**src/rtl/filter_test_sequencer_if.sv**
```systemverilog
// Control, readout and generator-test signals of the filter test sequencer.
// master = control/readout side, slave = sequencer.
interface filter_test_sequencer_if #(
  parameter int SIZE_DELAY       = 8,
  parameter int SIZE_FILTER_DATA = 16,
  parameter int NUM_STEPS        = 4
);
  localparam int STEP_W = (NUM_STEPS > 1) ? $clog2(NUM_STEPS) : 1;

  logic                        cfg_we;
  logic [STEP_W-1:0]           cfg_addr;
  logic                        cfg_overlay;
  logic                        cfg_rate;
  logic [SIZE_DELAY-1:0]       cfg_delay;
  logic [STEP_W-1:0]           cfg_last;
  logic                        start;
  logic                        abort;
  logic [SIZE_FILTER_DATA-1:0] filter_data;
  logic                        test_overlay;
  logic                        test_rate;
  logic [SIZE_DELAY-1:0]       test_delay;
  logic                        gen_reset;
  logic                        busy;
  logic                        done;
  logic                        result_valid;
  logic [STEP_W-1:0]           result_step;
  logic [SIZE_FILTER_DATA-1:0] result_peak;

  modport master (
    output cfg_we, cfg_addr, cfg_overlay, cfg_rate, cfg_delay, cfg_last,
    output start, abort, filter_data,
    input  test_overlay, test_rate, test_delay, gen_reset,
    input  busy, done, result_valid, result_step, result_peak
  );

  modport slave (
    input  cfg_we, cfg_addr, cfg_overlay, cfg_rate, cfg_delay, cfg_last,
    input  start, abort, filter_data,
    output test_overlay, test_rate, test_delay, gen_reset,
    output busy, done, result_valid, result_step, result_peak
  );
endinterface

```
**src/rtl/filter_test_sequencer.sv**
```systemverilog
// Steps the signal generator through a programmed table and reports the signed peak per step.
// SETTLE+DWELL+2 cycles per step; no backpressure, start/cfg_we are ignored while busy.
module filter_test_sequencer #(
  parameter int SIZE_DELAY       = 8,
  parameter int SIZE_FILTER_DATA = 16,
  parameter int NUM_STEPS        = 4,
  parameter int SETTLE           = 16,
  parameter int DWELL            = 1024
) (
  input  logic                    clk,
  input  logic                    reset,
  filter_test_sequencer_if.slave  bus
);
  localparam int STEP_W  = (NUM_STEPS > 1) ? $clog2(NUM_STEPS) : 1;
  localparam int CNT_MAX = (SETTLE > DWELL) ? SETTLE : DWELL;
  localparam int CNT_W   = (CNT_MAX > 1) ? $clog2(CNT_MAX) : 1;
  localparam logic [SIZE_FILTER_DATA-1:0] MOST_NEG = {1'b1, {(SIZE_FILTER_DATA-1){1'b0}}};

  typedef enum logic [2:0] {
    S_IDLE, S_LOAD, S_SETTLE, S_MEASURE, S_REPORT, S_DONE
  } state_t;

  typedef struct packed {
    logic                  overlay;
    logic                  rate;
    logic [SIZE_DELAY-1:0] delay;
  } entry_t;

  state_t      state, state_n;
  logic [STEP_W-1:0] step, step_n, last_q, last_n;
  logic [CNT_W-1:0]  cnt, cnt_n;
  entry_t      tbl [NUM_STEPS];
  entry_t      wr_entry, load_entry, test_q;
  logic        wr_en;
  logic        gen_reset_q;
  logic signed [SIZE_FILTER_DATA-1:0] fdata, peak, peak_n, res_peak;
  logic [STEP_W-1:0] res_step;

  assign fdata    = bus.filter_data;
  assign wr_en    = (state == S_IDLE) && bus.cfg_we;
  assign wr_entry = '{overlay: bus.cfg_overlay, rate: bus.cfg_rate, delay: bus.cfg_delay};

  always_comb begin
    state_n = state;
    step_n  = step;
    last_n  = last_q;
    cnt_n   = cnt;
    case (state)
      S_IDLE: begin
        if (bus.start && !bus.abort) begin
          state_n = S_LOAD;
          step_n  = '0;
          last_n  = bus.cfg_last;
        end
      end
      S_LOAD: begin
        state_n = S_SETTLE;
        cnt_n   = '0;
      end
      S_SETTLE: begin
        if (cnt == CNT_W'(SETTLE - 1)) begin
          state_n = S_MEASURE;
          cnt_n   = '0;
        end else begin
          cnt_n = cnt + CNT_W'(1);
        end
      end
      S_MEASURE: begin
        if (cnt == CNT_W'(DWELL - 1)) begin
          state_n = S_REPORT;
          cnt_n   = '0;
        end else begin
          cnt_n = cnt + CNT_W'(1);
        end
      end
      S_REPORT: begin
        if (step == last_q) begin
          state_n = S_DONE;
        end else begin
          state_n = S_LOAD;
          step_n  = step + STEP_W'(1);
        end
      end
      S_DONE:  state_n = S_IDLE;
      default: state_n = S_IDLE;
    endcase
    if (bus.abort && (state == S_LOAD || state == S_SETTLE ||
                      state == S_MEASURE || state == S_REPORT)) begin
      state_n = S_IDLE;
    end
  end

  // A write landing on the same edge as start must be visible to the first LOAD.
  always_comb begin
    load_entry = tbl[step_n];
    if (wr_en && bus.cfg_addr == step_n) load_entry = wr_entry;
    peak_n = peak;
    if (state == S_MEASURE && fdata > peak) peak_n = fdata;
  end

  always_ff @(posedge clk) begin
    if (!reset) begin
      state       <= S_IDLE;
      step        <= '0;
      last_q      <= '0;
      cnt         <= '0;
      test_q      <= '0;
      gen_reset_q <= 1'b1;
      peak        <= '0;
      res_step    <= '0;
      res_peak    <= '0;
      for (int i = 0; i < NUM_STEPS; i++) tbl[i] <= '0;
    end else begin
      state       <= state_n;
      step        <= step_n;
      last_q      <= last_n;
      cnt         <= cnt_n;
      gen_reset_q <= (state_n != S_LOAD);
      if (wr_en) tbl[bus.cfg_addr] <= wr_entry;
      if (state_n == S_LOAD) begin
        test_q <= load_entry;
        peak   <= MOST_NEG;
      end else begin
        if (state_n == S_IDLE) test_q <= '0;
        peak <= peak_n;
      end
      if (state == S_MEASURE && state_n == S_REPORT) begin
        res_step <= step;
        res_peak <= peak_n;
      end
    end
  end

  assign bus.test_overlay = test_q.overlay;
  assign bus.test_rate    = test_q.rate;
  assign bus.test_delay   = test_q.delay;
  assign bus.gen_reset    = gen_reset_q;
  assign bus.busy         = (state == S_LOAD) || (state == S_SETTLE) ||
                            (state == S_MEASURE) || (state == S_REPORT);
  assign bus.done         = (state == S_DONE);
  assign bus.result_valid = (state == S_REPORT);
  assign bus.result_step  = res_step;
  assign bus.result_peak  = res_peak;
endmodule

```
**src/flat_wrapper.sv**
```systemverilog
// flat-port wrapper written by rule: the top's interface ports become plain ports
module filter_test_sequencer_flat 
#(
  parameter int SIZE_DELAY       = 8,
  parameter int SIZE_FILTER_DATA = 16,
  parameter int NUM_STEPS        = 4,
  parameter int SETTLE           = 16,
  parameter int DWELL            = 1024
)
  (clk, reset, bus_cfg_we, bus_cfg_addr, bus_cfg_overlay, bus_cfg_rate, bus_cfg_delay, bus_cfg_last, bus_start, bus_abort, bus_filter_data, bus_test_overlay, bus_test_rate, bus_test_delay, bus_gen_reset, bus_busy, bus_done, bus_result_valid, bus_result_step, bus_result_peak);
  filter_test_sequencer_if #(.SIZE_DELAY(SIZE_DELAY), .SIZE_FILTER_DATA(SIZE_FILTER_DATA), .NUM_STEPS(NUM_STEPS)) bus_i ();
  input  logic clk;
  input  logic reset;
  input wire logic [$bits(bus_i.cfg_we)-1:0] bus_cfg_we;
  input wire logic [$bits(bus_i.cfg_addr)-1:0] bus_cfg_addr;
  input wire logic [$bits(bus_i.cfg_overlay)-1:0] bus_cfg_overlay;
  input wire logic [$bits(bus_i.cfg_rate)-1:0] bus_cfg_rate;
  input wire logic [$bits(bus_i.cfg_delay)-1:0] bus_cfg_delay;
  input wire logic [$bits(bus_i.cfg_last)-1:0] bus_cfg_last;
  input wire logic [$bits(bus_i.start)-1:0] bus_start;
  input wire logic [$bits(bus_i.abort)-1:0] bus_abort;
  input wire logic [$bits(bus_i.filter_data)-1:0] bus_filter_data;
  output wire logic [$bits(bus_i.test_overlay)-1:0] bus_test_overlay;
  output wire logic [$bits(bus_i.test_rate)-1:0] bus_test_rate;
  output wire logic [$bits(bus_i.test_delay)-1:0] bus_test_delay;
  output wire logic [$bits(bus_i.gen_reset)-1:0] bus_gen_reset;
  output wire logic [$bits(bus_i.busy)-1:0] bus_busy;
  output wire logic [$bits(bus_i.done)-1:0] bus_done;
  output wire logic [$bits(bus_i.result_valid)-1:0] bus_result_valid;
  output wire logic [$bits(bus_i.result_step)-1:0] bus_result_step;
  output wire logic [$bits(bus_i.result_peak)-1:0] bus_result_peak;
  assign bus_i.cfg_we = bus_cfg_we;
  assign bus_i.cfg_addr = bus_cfg_addr;
  assign bus_i.cfg_overlay = bus_cfg_overlay;
  assign bus_i.cfg_rate = bus_cfg_rate;
  assign bus_i.cfg_delay = bus_cfg_delay;
  assign bus_i.cfg_last = bus_cfg_last;
  assign bus_i.start = bus_start;
  assign bus_i.abort = bus_abort;
  assign bus_i.filter_data = bus_filter_data;
  assign bus_test_overlay = bus_i.test_overlay;
  assign bus_test_rate = bus_i.test_rate;
  assign bus_test_delay = bus_i.test_delay;
  assign bus_gen_reset = bus_i.gen_reset;
  assign bus_busy = bus_i.busy;
  assign bus_done = bus_i.done;
  assign bus_result_valid = bus_i.result_valid;
  assign bus_result_step = bus_i.result_step;
  assign bus_result_peak = bus_i.result_peak;
  filter_test_sequencer #(.SIZE_DELAY(SIZE_DELAY), .SIZE_FILTER_DATA(SIZE_FILTER_DATA), .NUM_STEPS(NUM_STEPS), .SETTLE(SETTLE), .DWELL(DWELL)) u_core (.clk(clk), .reset(reset), .bus(bus_i));
endmodule
```
**config.mk**
```make
export PLATFORM = sky130hd
export DESIGN_NAME = filter_test_sequencer_flat
export DESIGN_NICKNAME = d
export VERILOG_FILES = /design/src/rtl/filter_test_sequencer_if.sv /design/src/rtl/filter_test_sequencer.sv /design/src/flat_wrapper.sv
export SDC_FILE = /design/constraint.sdc
export NUM_CORES = 1
export LEC_CHECK = 0
export ABC_AREA = 1
export CAP_MARGIN = 15
export CORE_ASPECT_RATIO = 0.6
export CORE_MARGIN = 5
export CORE_UTILIZATION = 45
export CTS_CLUSTER_DIAMETER = 40
export CTS_CLUSTER_SIZE = 28
export DETAILED_ROUTE_END_ITERATION = 6
export PLACE_DENSITY = 0.75
export REMOVE_ABC_BUFFERS = 1
export SYNTH_ARGS = -nofsm -noshare
export SYNTH_HDL_FRONTEND = slang
export SYNTH_SLANG_ARGS = --single-unit
```
**constraint.sdc**
```tcl
create_clock -name clk -period 3.9 [get_ports clk]
set_input_delay 0.585 -clock clk [delete_from_list [all_inputs] [get_ports clk]]
set_output_delay 0.585 -clock clk [all_outputs]
set_load 0.01 [all_outputs]
```
## Word-level counts from Yosys, hierarchy flattened

Memory sizes are Yosys's and may differ from the RTL's.
Cells that the tools add are included.

- Register bits: 62
- Latch bits: 0
- RAM bits: 40
- ROM bits: 0
- Input port bits: 35
- Output and inout bits: 32
- Logic and storage cells: 70
- Memories kept: 1

Memory list:

| name | words | bits a word | rd ports | clocked after Yosys merged registers in | wr ports | line | RTL |
|---|---|---|---|---|---|---|---|
| u_core.tbl | 4 | 10 | 1 | 0 | 4 | filter_test_sequencer.sv:32 | `entry_t tbl [NUM_STEPS];` |

- Add/subtract/negate cells: 2
- Multipliers: 0
- Div/mod/pow operators: 0
- $lt $le $gt $ge: 1
- Eq/ne operators: 12
- Shifts and indexed selects: 0
- Muxes and demuxes: 24
- Bitwise operators: 1
- Reduce and logical (&&, ||, !) cells: 17

Operator list:

| cell | number |
|---|---|
| $mux 10 | 6 |
| $mux 16 | 2 |
| $pmux 10 s3 | 1 |
| $gt 16x16->1 | 1 |
| $mux 3 | 5 |
| $pmux 3 s5 | 1 |
| $add 10x1->10 const B | 1 |
| $eq 10x10->1 const B | 1 |
| $eq 10x4->1 const B | 1 |
| $reduce_or 10->1 | 1 |
| $eq 3x3->1 const B | 3 |
| $eq 3x1->1 const B | 2 |
| $eq 3x2->1 const B | 2 |
| $logic_and 1x1->1 | 6 |
| $logic_not 3->1 | 2 |
| $mux 2 | 3 |
| $mux 1 | 5 |
| $eq 2x2->1 | 2 |
| $pmux 2 s2 | 1 |
| $logic_or 1x1->1 | 3 |
| $ne 3x1->1 const B | 1 |
| $reduce_bool 3->1 | 1 |
| $add 2x1->2 const B | 1 |
| $reduce_and 2->1 | 1 |
| 4 further kinds | 4 |

## Logic depth before layout (Yosys ltp)

- Word-level depth: 9
- Gate-level depth with buffers: 18
- Gate-level depth less buffers: 17

## Worst setup path after synthesis

OpenSTA, ideal clock, no wires.

- Path kind: input -> register
- Start point: in bus_filter_data[15]
- End point: reg u_core.res_peak[0], in the netlist u_core.bus.result_peak[0]
- Library setup time: 0.109 ns
- Arrival time: 2.055 ns
- Required time: 3.791 ns
- Setup slack: 1.736 ns
- Stages on the path: 13
- Path buffers: 1
- Path through: ha_1 > nand4_1 > nor3_2 > nand2_1 > nand2_1 > nand2_1 > nand2_2 > nand2_2 > buf_2 > nand2_1 > nand3_1 > nand2_1 > inv_1

- Cells in the longest elaborated chain, start to end: 3

RTL lines:

| element | line | RTL |
|---|---|---|
| start, declared | flat_wrapper.sv:22 | `input wire logic [$bits(bus_i.filter_data)-1:0] bus_filter_data;` |
| $gt 16x16->1 | filter_test_sequencer.sv:98 | `if (state == S_MEASURE && fdata > peak) peak_n = fdata;` |
| $logic_and 1x1->1 | filter_test_sequencer.sv:98 |  |
| $mux 16 | filter_test_sequencer.sv:98 |  |
| end signal, assigned | filter_test_sequencer.sv:129 | `res_peak <= peak_n;` |
| end, declared | filter_test_sequencer.sv:36 | `logic signed [SIZE_FILTER_DATA-1:0] fdata, peak, peak_n, res_peak;` |

No other way between the ends.
A chain may end at the register's enable or synchronous reset.

## Worst setup path in the final report

- Start point: in bus_filter_data[15]
- End point: reg u_core.res_peak[2], in the netlist u_core.bus.result_peak[2]

The elaborated chain is that of the path after synthesis.

==> metrics.csv <==
metric,value,unit
power_leakage,0.00256,µW
die_width,149,µm
placed_area,5950,µm²
dp_hpwl,9460,µm
initialDrtViolationCount,493,
cts_tree,built,
layout-drive-gt1-share,6.61,%
clock_path_buffers,2,
critical_path_buf_inv_count,2,
wire_per_inst,14.9,µm
max_freq,347,MHz
synthDistinctLibCells,34,
antenna_found_initial,0,
arrival,3130,ps
irDropWorstVdd,0.241,mV
fp-row-count,30,
maxCapViolCount,0,
cp_top_family,simple AND/OR/NAND/NOR gates,
ys_warn_count,0,
nets,773,
diodes,0,
cts_root_buf,clkbuf_16,
grt_pass1_wl,21500,µm
finalHoldViolCount,0,
critPathKind,in2reg,
via_count,4602,
finalSetupViolCount,0,
hold_buffers,0,
worstMarginPinSlew,701,ps
critical-path-max-stage-delay,450,ps
worstPathCellList,clkdlybuf4s50_1 > ha_1 > nand4_1 > nor3_2 > nand2_1 > nand2_1 > nand2_1 > nand2_2 > nand2_2 > nand2_1 > nand3_1 > nand2_1 > inv_1,
syn-cell-area,5210,µm²
required,4150,ps
crit_path_max_fanout,17,
max_slew_margin,53.3,%
post_cts_buffers,0,
numPortBuffers,66,
finalWirelength,13200,µm
htreeDepth,3,
setup_tns,0,ps
design_area,6260,µm²
period_needed,2880,ps
yosysSeqAreaShare,46.9,%
hp-class,reg2reg,
cts_buffers,9,
status,"complete, no violations",
hold_slack,447,ps
skew,6.59,ps
clk_latency,350,ps
path_common_cell,nand2_1,
synth_seq_cells,102,
core_area,11300,µm²
grt_remaining_overflow,0,
fillCellCount,1012,
globalplace.congestion,0.864,
endpoint_kind,flip-flop,
io_pins,67,
grt_max_degree,29,
start_util,46.1,%
via_per_inst,5.19,
rsz0062_at_grt,no,
maxSlewViolCount,0,
period_share,73.8,%
antenna_left,0,
syn_inst,667,
cts_resized,0,
clk_pin_slew,70,ps
areaGrowthSynthToFinish,20.1,%
syn_area_per_cell,7.81,µm²
die_h,93.4,µm
drc,0,
cts.sinks,102,
grt_pass1_vias,4338,
dr.pass1.iters,6,
power_density,367,nW/µm²
track_usage,19.4,%
dieArea,13900,µm²
startpoint_type,primary input,
cpMaxStageDelayCell,clkdlybuf4s50_1,
-- synth_stat cells --
library cell  number  area [µm²]
clkbuf_1          10        37.5
inv_1             91         342
nor2_2             2        12.5
dfxtp_1           62        1240
nand3_1           86         430
ha_1              17         213
inv_2              6        22.5
buf_4              3        22.5
o21ai_1           25         125
nand2_2            5        31.3
edfxtp_1          40        1200
nor2_1            51         191
inv_4              2        12.5
nand3_4            2        35.0
o21bai_1           2        15.0
o21ai_0           16        80.1
buf_6              4        45.0
o21a_1             1        7.51
nand4_1            8        50.1
a21oi_1           50         250
nand3b_1           3        22.5
nand3_2            3        30.0
buf_1              2        7.51
a32o_1             1        10.0
o21ai_2            1        8.76
xnor2_1            1        8.76
a21boi_4           2        37.5
nand2_1          138         518
o211ai_1           2        15.0
buf_2              9        45.0
o31ai_1            2        15.0
nor3_2             2        20.0
nor3_1            15        75.1
nor2_4             3        33.8
-- routing by layer --
metal  wire length [µm]  GRT usage, %  share of wire, %  up-vias
met4                133          4.87               1.0        0
li1                   -             -                 -     2306
met5                  0             0                 0        -
met2               5840          30.8                44      164
met1               6390          27.1                48     2116
met3                857          4.26               6.5       16
-- report_power, final --
part	internal [µW]	total, µW	leakage (µW)	switching (µW)
registers	1140	1160	0.000916	14.8
logic	85.7	229	0.00150	144
clock network	511	910	0.000149	399
-- per-stage QoR --
step | utilization (%) | power [µW] | std cells | setup WS (ps)
floorplan | - | 1300 | 639 | 1540
global placement | 52.7 | 1400 | 870 | 911
detailed placement | 52.7 | 1410 | 870 | 709
CTS | 55.4 | 2310 | 886 | 1060
global route | 55.4 | 2390 | 886 | 908
finish | 55.4 | 2300 | 886 | 1020
-- registers in the layout, summed over array words and instances, names as in the netlist, 2 cells and up --
name	flops
u_core.tbl	40
u_core.peak	16
u_core.last_q	2
u_core.bus.result_step	2
u_core.step	2
u_core.cnt	10
u_core.bus.result_peak	16
u_core.bus.test_delay	8
u_core.state	3
-- kinds of logic after synthesis --
group	Yosys count	share of synthesized area, %
AND/OR/NAND/NOR	318	27.8
buffers and inverters	127	10.2
AO/OA/AOI/OAI	102	10.8
flip-flops	102	46.9
adder cells (fa/ha/maj)	17	4.08
XOR/XNOR	1	0.168
-- worst register-to-register path, delay by kind of cell, from the launching register on --
kind,cells,cell delay (ps)
AO/OA/AOI/OAI,2,170
buffers and inverters,1,150
flip-flops,1,370
AND/OR/NAND/NOR,9,1750
-- final cells by class --
cell class                 instances  area, µm²  share of cell area [%]
timing repair buffer              71        698                    11.2
sequential                       102       2440                    39.0
clock inverter                     4       26.3                   0.420
clock buffer                      12        279                    4.46
inverter                          99        377                    6.02
tap                              160        200                    3.20
multi-input combinational        438       2240                    35.7
-- path summary, 6_finish.rpt --
path | depth (start not counted) | startpoint | slack (ps) | end
hold reg to reg | 2 | u_core.bus.result_step[0] | 450 | u_core.bus.result_step[0]
setup reg to reg | 12 | u_core.state[0] | 1330 | u_core.bus.test_delay[4]
hold / removal | 2 | u_core.bus.result_step[0] | 450 | u_core.bus.result_step[0]
setup / recovery | 13 | bus_filter_data[15] | 1020 | u_core.bus.result_peak[2]
-- placed cells by master, fill, tap and decap left out, types with 8 or more instances in the layout --
master,count
clkdlybuf4s50_1,66
o21ai_1,26
ha_1,17
edfxtp_1,40
clkbuf_16,11
nand4_1,8
dfxtp_1,62
inv_1,91
nor3_1,15
nand2_1,138
nor2_1,51
o21ai_0,15
a21oi_1,50
nand3_1,86
Power figures use the tool's default switching activity.
